[src/rtl/demux_1x2_8bit_fifo.sv]
// -----------------------------------------------------------------------------
// demux_1x2_8bit_fifo
//
// Steers a single valid/ready byte stream to one of two output channels,
// chosen per beat by in_sel. Each channel owns a private FIFO, so a stalled
// consumer only backpressures beats addressed to its own channel.
//
// Ports:
//   clk          rising-edge clock
//   reset        asynchronous, active-high; clears pointers and counts
//   in_data      producer byte
//   in_sel       destination channel (0 or 1)
//   in_valid     producer offers a beat
//   in_ready     addressed channel is not full (depends on in_sel only)
//   out0_data    channel 0 head, 0 when empty
//   out0_valid   channel 0 non-empty
//   out0_ready   consumer 0 takes the head
//   out1_data    channel 1 head, 0 when empty
//   out1_valid   channel 1 non-empty
//   out1_ready   consumer 1 takes the head
//   count0       channel 0 occupancy, 0..DEPTH
//   count1       channel 1 occupancy, 0..DEPTH
// -----------------------------------------------------------------------------
module demux_1x2_8bit_fifo #(
   parameter int WIDTH = 8,
   parameter int DEPTH = 4
) (
   input  logic                       clk,
   input  logic                       reset,
   input  logic [WIDTH-1:0]           in_data,
   input  logic                       in_sel,
   input  logic                       in_valid,
   output logic                       in_ready,
   output logic [WIDTH-1:0]           out0_data,
   output logic                       out0_valid,
   input  logic                       out0_ready,
   output logic [WIDTH-1:0]           out1_data,
   output logic                       out1_valid,
   input  logic                       out1_ready,
   output logic [$clog2(DEPTH):0]     count0,
   output logic [$clog2(DEPTH):0]     count1
);

   localparam int AW = $clog2(DEPTH);
   localparam int CW = AW + 1;
   localparam logic [CW-1:0] FULL_CNT = CW'(DEPTH);

   // Refuse to build with a depth the pointer arithmetic cannot wrap cleanly.
   generate
      if (DEPTH < 2 || (DEPTH & (DEPTH - 1)) != 0) begin : g_bad_depth
         $error("demux_1x2_8bit_fifo: DEPTH must be a power of two >= 2");
      end
   endgenerate

   logic [WIDTH-1:0] mem    [2][DEPTH];
   logic [AW-1:0]    wr_ptr [2];
   logic [AW-1:0]    rd_ptr [2];
   logic [CW-1:0]    cnt    [2];

   logic [1:0] full;
   logic [1:0] valid;
   logic [1:0] push;
   logic [1:0] pop;

   always_comb begin
      // NOTE: every signal written here gets a default first so that no
      // path leaves it unassigned and a latch is never inferred.
      full  = '0;
      valid = '0;
      push  = '0;
      pop   = '0;
      for (int k = 0; k < 2; k++) begin
         full[k]  = (cnt[k] == FULL_CNT);
         valid[k] = (cnt[k] != '0);
      end
      // Ready is a function of the addressed channel alone; a pop in the
      // same cycle does not free space for a push into a full channel.
      in_ready       = ~full[in_sel];
      push[in_sel]   = in_valid & ~full[in_sel];
      pop[0]         = valid[0] & out0_ready;
      pop[1]         = valid[1] & out1_ready;
   end

   // NOTE: state registers use non-blocking assignments so all channels
   // update from the same pre-edge values regardless of statement order.
   always_ff @(posedge clk or posedge reset) begin
      if (reset) begin
         for (int k = 0; k < 2; k++) begin
            wr_ptr[k] <= '0;
            rd_ptr[k] <= '0;
            cnt[k]    <= '0;
         end
      end else begin
         for (int k = 0; k < 2; k++) begin
            if (push[k]) wr_ptr[k] <= wr_ptr[k] + AW'(1);
            if (pop[k])  rd_ptr[k] <= rd_ptr[k] + AW'(1);
            case ({push[k], pop[k]})
               2'b10:   cnt[k] <= cnt[k] + CW'(1);
               2'b01:   cnt[k] <= cnt[k] - CW'(1);
               default: cnt[k] <= cnt[k];
            endcase
         end
      end
   end

   // NOTE: the storage array has no reset; validity comes from the counts,
   // and leaving it unreset lets it map onto plain RAM/flops without reset.
   always_ff @(posedge clk) begin
      for (int k = 0; k < 2; k++) begin
         if (push[k]) mem[k][wr_ptr[k]] <= in_data;
      end
   end

   // Empty channels present zero rather than whatever the head slot holds.
   assign out0_valid = valid[0];
   assign out1_valid = valid[1];
   assign out0_data  = valid[0] ? mem[0][rd_ptr[0]] : '0;
   assign out1_data  = valid[1] ? mem[1][rd_ptr[1]] : '0;
   assign count0     = cnt[0];
   assign count1     = cnt[1];

endmodule

[config.mk]
export PLATFORM = sky130hd
export DESIGN_NAME = demux_1x2_8bit_fifo
export DESIGN_NICKNAME = d
export VERILOG_FILES = /design/src/rtl/demux_1x2_8bit_fifo.sv
export SDC_FILE = /design/constraint.sdc
export NUM_CORES = 1
export LEC_CHECK = 0
export ABC_AREA = 1
export ABC_CLOCK_PERIOD_IN_PS = 4400
export CAP_MARGIN = 20
export CORE_MARGIN = 4
export CORE_UTILIZATION = 40
export CTS_BUF_LIST = sky130_fd_sc_hd__clkbuf_16
export DETAILED_ROUTE_END_ITERATION = 16
export PLACE_DENSITY = 0.67
export SYNTH_ARGS = -nofsm -noshare
export SYNTH_HDL_FRONTEND = slang
export SYNTH_SLANG_ARGS = --single-unit
[constraint.sdc]
create_clock -name clk -period 4.4 [get_ports clk]
set_input_delay 0.88 -clock clk [delete_from_list [all_inputs] [get_ports clk]]
set_output_delay 0.88 -clock clk [all_outputs]
set_load 0.03 [all_outputs]
* Word-level counts from Yosys, hierarchy flattened
Memories as Yosys holds them, arrays and structs flattened.
Index checks and enable logic that the tools add are counted.
** Word-level totals
- Flip-flop bits (word level) :: 14
- Memory bits (writable) :: 64
- Bits of input ports :: 14
- Output and inout port bits :: 25
- Logic and storage cells :: 71
- Memories :: 1
** Memory list
- mem :: words 2, bits a word 32, read ports 2, clocked after memory_dff 0, wr ports 1, line 55 : logic [WIDTH-1:0] mem [2][DEPTH];
** Cells by class
- Add/subtract/negate cells :: 8
- Magnitude comparators :: 8
- Equality and inequality tests :: 6
- Multiplexer cells :: 25
- Bitwise logic cells :: 9
- Reduce and logical (&&, ||, !) cells :: 8
** Operators by type and width (count)
- $mux 32 :: 4
- $mux 8 :: 8
- $bmux 8 s2 :: 2
- $demux 8 s2 :: 2
- $reduce_or 32->1 :: 1
- $ge 3x3->1 const B :: 4
- $not 2->3 :: 4
- $pmux 3 s2 :: 2
- $add 2x1->2 const B :: 4
- $add 3x1->3 const B :: 2
- $eq 3x3->1 const B :: 2
- $lt 3x1->1 const B :: 2
- $mux 1 :: 6
- $reduce_bool 3->1 :: 2
- $sub 3x1->3 const B :: 2
- $eq 2x1->1 const B :: 2
- $eq 2x2->1 const B :: 2
- $reduce_bool 2->1 :: 2
- $and 1x1->1 :: 3
- $logic_and 1x1->1 :: 3
- $and 2x2->2 :: 1
- $lt 1x2->1 const B :: 1
- $demux 1 s1 :: 1
- $ge 1x1->1 const B :: 1
- $not 1->1 :: 1

* Depth between registers and ports, before layout
- Depth after elaboration :: 10
- Gate-level depth with buffers :: 10
- Depth with buffers taken out :: 10

* Least setup slack after synthesis
Ideal clock, no wire load.
- Path kind :: reg2out
- From :: reg cnt (netlist bit count1[0])
- To :: out out1_data[0]
- Arrival time :: 1.494 ns
- Setup slack :: 2.026 ns
- Cell stages (with the launch flop) :: 5
- Path buffers :: 0
- Path through :: dfrtp_1 nor2_1 nand2_2 inv_1 a21oi_1
** On the way
- Longest elaborated chain between the ends :: 2
** Ends and longest elaborated chain
- from (decl) :: line 58 : logic [CW-1:0] cnt [2];
- from (signal, indexed assignment) :: line 98 : 2'b10: cnt[k] <= cnt[k] + CW'(1);
- from (signal, indexed assignment) :: line 99 : 2'b01: cnt[k] <= cnt[k] - CW'(1);
- from (signal, indexed assignment) :: line 100 : default: cnt[k] <= cnt[k];
- $reduce_bool 3->1 :: line 74 : valid[k] = (cnt[k] != '0);
- net out1_valid :: line 38 : output logic out1_valid,
- $mux 8 :: line 118 : assign out1_data = valid[1] ? mem[1][rd_ptr[1]] : '0;
- to (decl) :: line 37 : output logic [WIDTH-1:0] out1_data,
The timed path passes the listed nets, and every way through them passes these cells.

* Worst setup path in the final report
- From :: in in_sel
- To :: out in_ready
** On the way
- Longest elaborated chain between the ends :: 3
** Ends and longest elaborated chain
- from (decl) :: line 31 : input logic in_sel,
- $mux 1 (implied by the code) (2 in a row) :: line 78 : in_ready = ~full[in_sel];
- $not 1->1 :: line 78
- to (decl) :: line 33 : output logic in_ready,
Every way passes these cells. The select of a mux whose other input is x is not followed.

==> flow_metrics.py <==
metrics = {
    "run_status": {
        "status": "finished clean",
    },
    "floorplan": {
        "io_pins": 39,
        "fp.dieH_um": 100,
        "initial_utilization": 0.412,
        "die_x_um": 100,
        "core_area_um2": 8260,
        "rows": 33,
        "die-area_um2": 10100,
    },
    "sta": {
        "period_minus_slack_ns": 3.33,
        "drv_slew": 0,
        "setup_viol": 0,
        "rsz0062_at_grt": "false",
        "hold_viol": 0,
        "finalClockSkew_ns": 0.00610,
        "period_share": 0.757,
        "relSlewSlack": 0.430,
        "fin_tns_setup_ns": 0,
        "max_freq_mhz": 300,
        "tightest_slew_ns": 0.852,
        "hold_ws_ns": 0.524,
    },
    "critical_path": {
        "worstSetupStartpointType": "input port",
        "required_ns": 3.52,
        "crit_type": "input port to output port",
        "reg2reg_depth": 9,
        "worstPathCellList": "clkdlybuf4s50_1 > nand2_1 > inv_1 > nand2_2 > nand2_2 > inv_1 > clkdlybuf4s50_1",
        "r2r-end": "count0[2]$_DFFE_PP0P_",
        "cp_data_arrival_time_ns": 2.45,
        "cp_slowest_stage_delay_ns": 0.66,
        "critPathCaptureType": "output port",
        "cp_max_fo": 6,
        "worstReg2RegStart": "count0[0]$_DFFE_PP0P_",
        "path_delay_family": "buffers and inverters",
        "r2r_slack_ns": 2.28,
        "cp_slowest_cell": "clkdlybuf4s50_1",
        "path_buf_inv": 4,
    },
    "logic_synthesis": {
        "synth_seq_cells": 78,
        "ys_types": 20,
        "synth_edf_count": 64,
        "yosysWarnings": 0,
        "synth.most_common_cell": "nor2_1",
        "yosys.area.top_type": "edfxtp_1",
        "synth_top_cells_by_count": "nor2_1, edfxtp_1, o21ai_0",
        "synth-async-reset-ratio": 0.179,
        "syn-cell-area_um2": 3400,
        "syn_avg_cell_area_um2": 11.5,
        "yosysTopAreaCellShare": 0.564,
        "ys_seq_area_frac": 0.667,
        "synth_top_flop_cell": "edfxtp_1",
        "synth_fp_nets": 323,
        "synthCells": 297,
        "synthTopCellsByArea": "edfxtp_1, dfrtp_1, nor2_1, o21ai_0, ha_1",
    },
    "clock_tree": {
        "clk_pin_slew_ns": 0.05,
        "cts_sinks": 78,
        "numCtsBuffers": 9,
        "clk_latency_ns": 0.33,
        "cts_tree": "built",
        "postCtsHoldBufs": 0,
        "post-cts-setup-buffers": 0,
        "htreeDepth": 3,
        "cts_resized": 0,
        "ctsRootBufferMaster": "clkbuf_16",
        "clk_path_buf_depth": 2,
    },
    "route": {
        "drc": 0,
        "viasPerCell": 4.73,
        "first_iter_violations": 108,
        "vias": 2117,
        "wl_per_cell_um": 14.3,
        "dr.pass1.iters": 4,
        "drt-total-wl_um": 6420,
        "postRouteAntennaNets": 0,
    },
    "run": {
        "cap_violations": 0,
    },
    "power_and_ir_drop": {
        "fin_total_pwr_uw": 3050,
        "p_leak_uw": 0.00157,
        "p_per_area_nw_per_um2": 742,
        "ir_drop_mv": 0.341,
    },
    "final_layout": {
        "multi_input_area_um2": 928,
        "area_growth_pct": 20.5,
        "antenna_cells": 0,
        "layout-drive-gt1-share": 0.0641,
        "nets": 364,
        "layout.cells.non_filler": 448,
        "regArea_um2": 2270,
        "fillCellCount": 762,
    },
    "placement": {
        "dp.final_hpwl_um": 4350,
        "dp.cells": 432,
        "numPortBuffers": 38,
        "place_congestion": 0.710,
    },
    "grt": {
        "grt_pass1_vias": 2126,
        "grt.overflow.total": 0,
        "grt_max_degree": 19,
        "grt_usage": 0.138,
        "antenna_found_initial": 0,
        "grt_pass1_wl_um": 10600,
    },
    "worst_hold_path": {
        "min_path_cells": 1,
        "min_from": "count0[0]$_DFFE_PP0P_",
        "worstHoldEndpoint": "count0[0]$_DFFE_PP0P_",
        "min_path_type": "register to register",
    },
}
==> stage by stage <==
step	worst slack (ns)	utilization	instance area (um2)
after floorplan	2.03	-	3400
after global placement	1.10	0.466	3850
after detailed placement	1.05	0.466	3850
after CTS	1.04	0.497	4100
after global routing	0.970	0.497	4100
final	1.07	0.497	4100
==> how the worst max path moves through the flow <==
stage / startpoint / to / cells past startpoint
after floorplan: count1[0]$_DFFE_PP0P_ / out1_data[0] / 4
after global placement: in_sel / in_ready / 6
after detailed placement: in_sel / in_ready / 7
after CTS: in_sel / in_ready / 7
after global routing: in_sel / in_ready / 7
final: in_sel / in_ready / 7
==> worst reg2reg max path, stage by stage, from the launching register on <==
cell	delay (ns)
dfrtp_1	0.41
nor2_1	0.25
nand2_2	0.13
nand4_2	0.16
ha_1	0.18
inv_1	0.07
fa_1	0.38
a21oi_1	0.15
o21ai_0	0.12
xor2_1	0.15
==> power breakdown <==
| group | total [uW] | leakage (uW) | switching, uW | internal, uW |
|---|---|---|---|---|
| clock | 637 | 0.000129 | 266 | 371 |
| combinational | 1330 | 0.000699 | 814 | 513 |
| sequential | 1080 | 0.000747 | 151 | 931 |
==> kinds of logic after synthesis <==
family,Yosys count,synth area share
buf+inv,41,0.0599
fa+ha+maj,12,0.0485
simple gates,106,0.129
compound gates,54,0.0794
flops,78,0.667
xor+xnor,6,0.0154
==> routing by layer <==
layer | vias up | wire [um] | global-route usage
li1 | 1078 | - | -
met1 | 993 | 2960 | 0.184
met2 | 40 | 3130 | 0.219
met3 | 6 | 267 | 0.0438
met4 | 0 | 62 | 0.0404
met5 | - | 0 | 0
==> cells in the final DEF, fill, tap and decap left out <==
| master | Yosys | layout |
|---|---|---|
| nor2_1 | 81 | 81 |
| edfxtp_1 | 64 | 64 |
| clkdlybuf4s50_1 | 0 | 38 |
| o21ai_0 | 34 | 34 |
| inv_1 | 31 | 32 |
| a21oi_1 | 18 | 18 |
| dfrtp_1 | 14 | 14 |
| nand2_1 | 13 | 13 |
| ha_1 | 10 | 10 |
| clkbuf_16 | 0 | 9 |
| nand2_2 | 5 | 5 |
| nand3_1 | 4 | 4 |
| xor2_1 | 4 | 4 |
| clkinv_1 | 0 | 3 |
| xnor2_1 | 2 | 2 |
| inv_6 | 2 | 2 |
| nand4_2 | 2 | 2 |
| o21ai_1 | 2 | 2 |
| fa_1 | 2 | 2 |
| clkinv_2 | 0 | 2 |
| nor2_4 | 1 | 1 |
| clkinvlp_4 | 0 | 1 |
==> cell type report <==
type                    count  share of cell area
flip-flops and latches     78               0.554
multi-input cells         178               0.226
repair buffers             38              0.0927
clock buffers               9              0.0549
inverters                  33              0.0326
well taps                 105              0.0320
clock inverters             7             0.00793
==> sequential cells by signal, indices dropped and copies added, names as in the netlist <==
signal,count
count0,3
mem,64
count1,3
wr_ptr,4
rd_ptr,4
No activity file was read; power rests on OpenSTA's default activity.
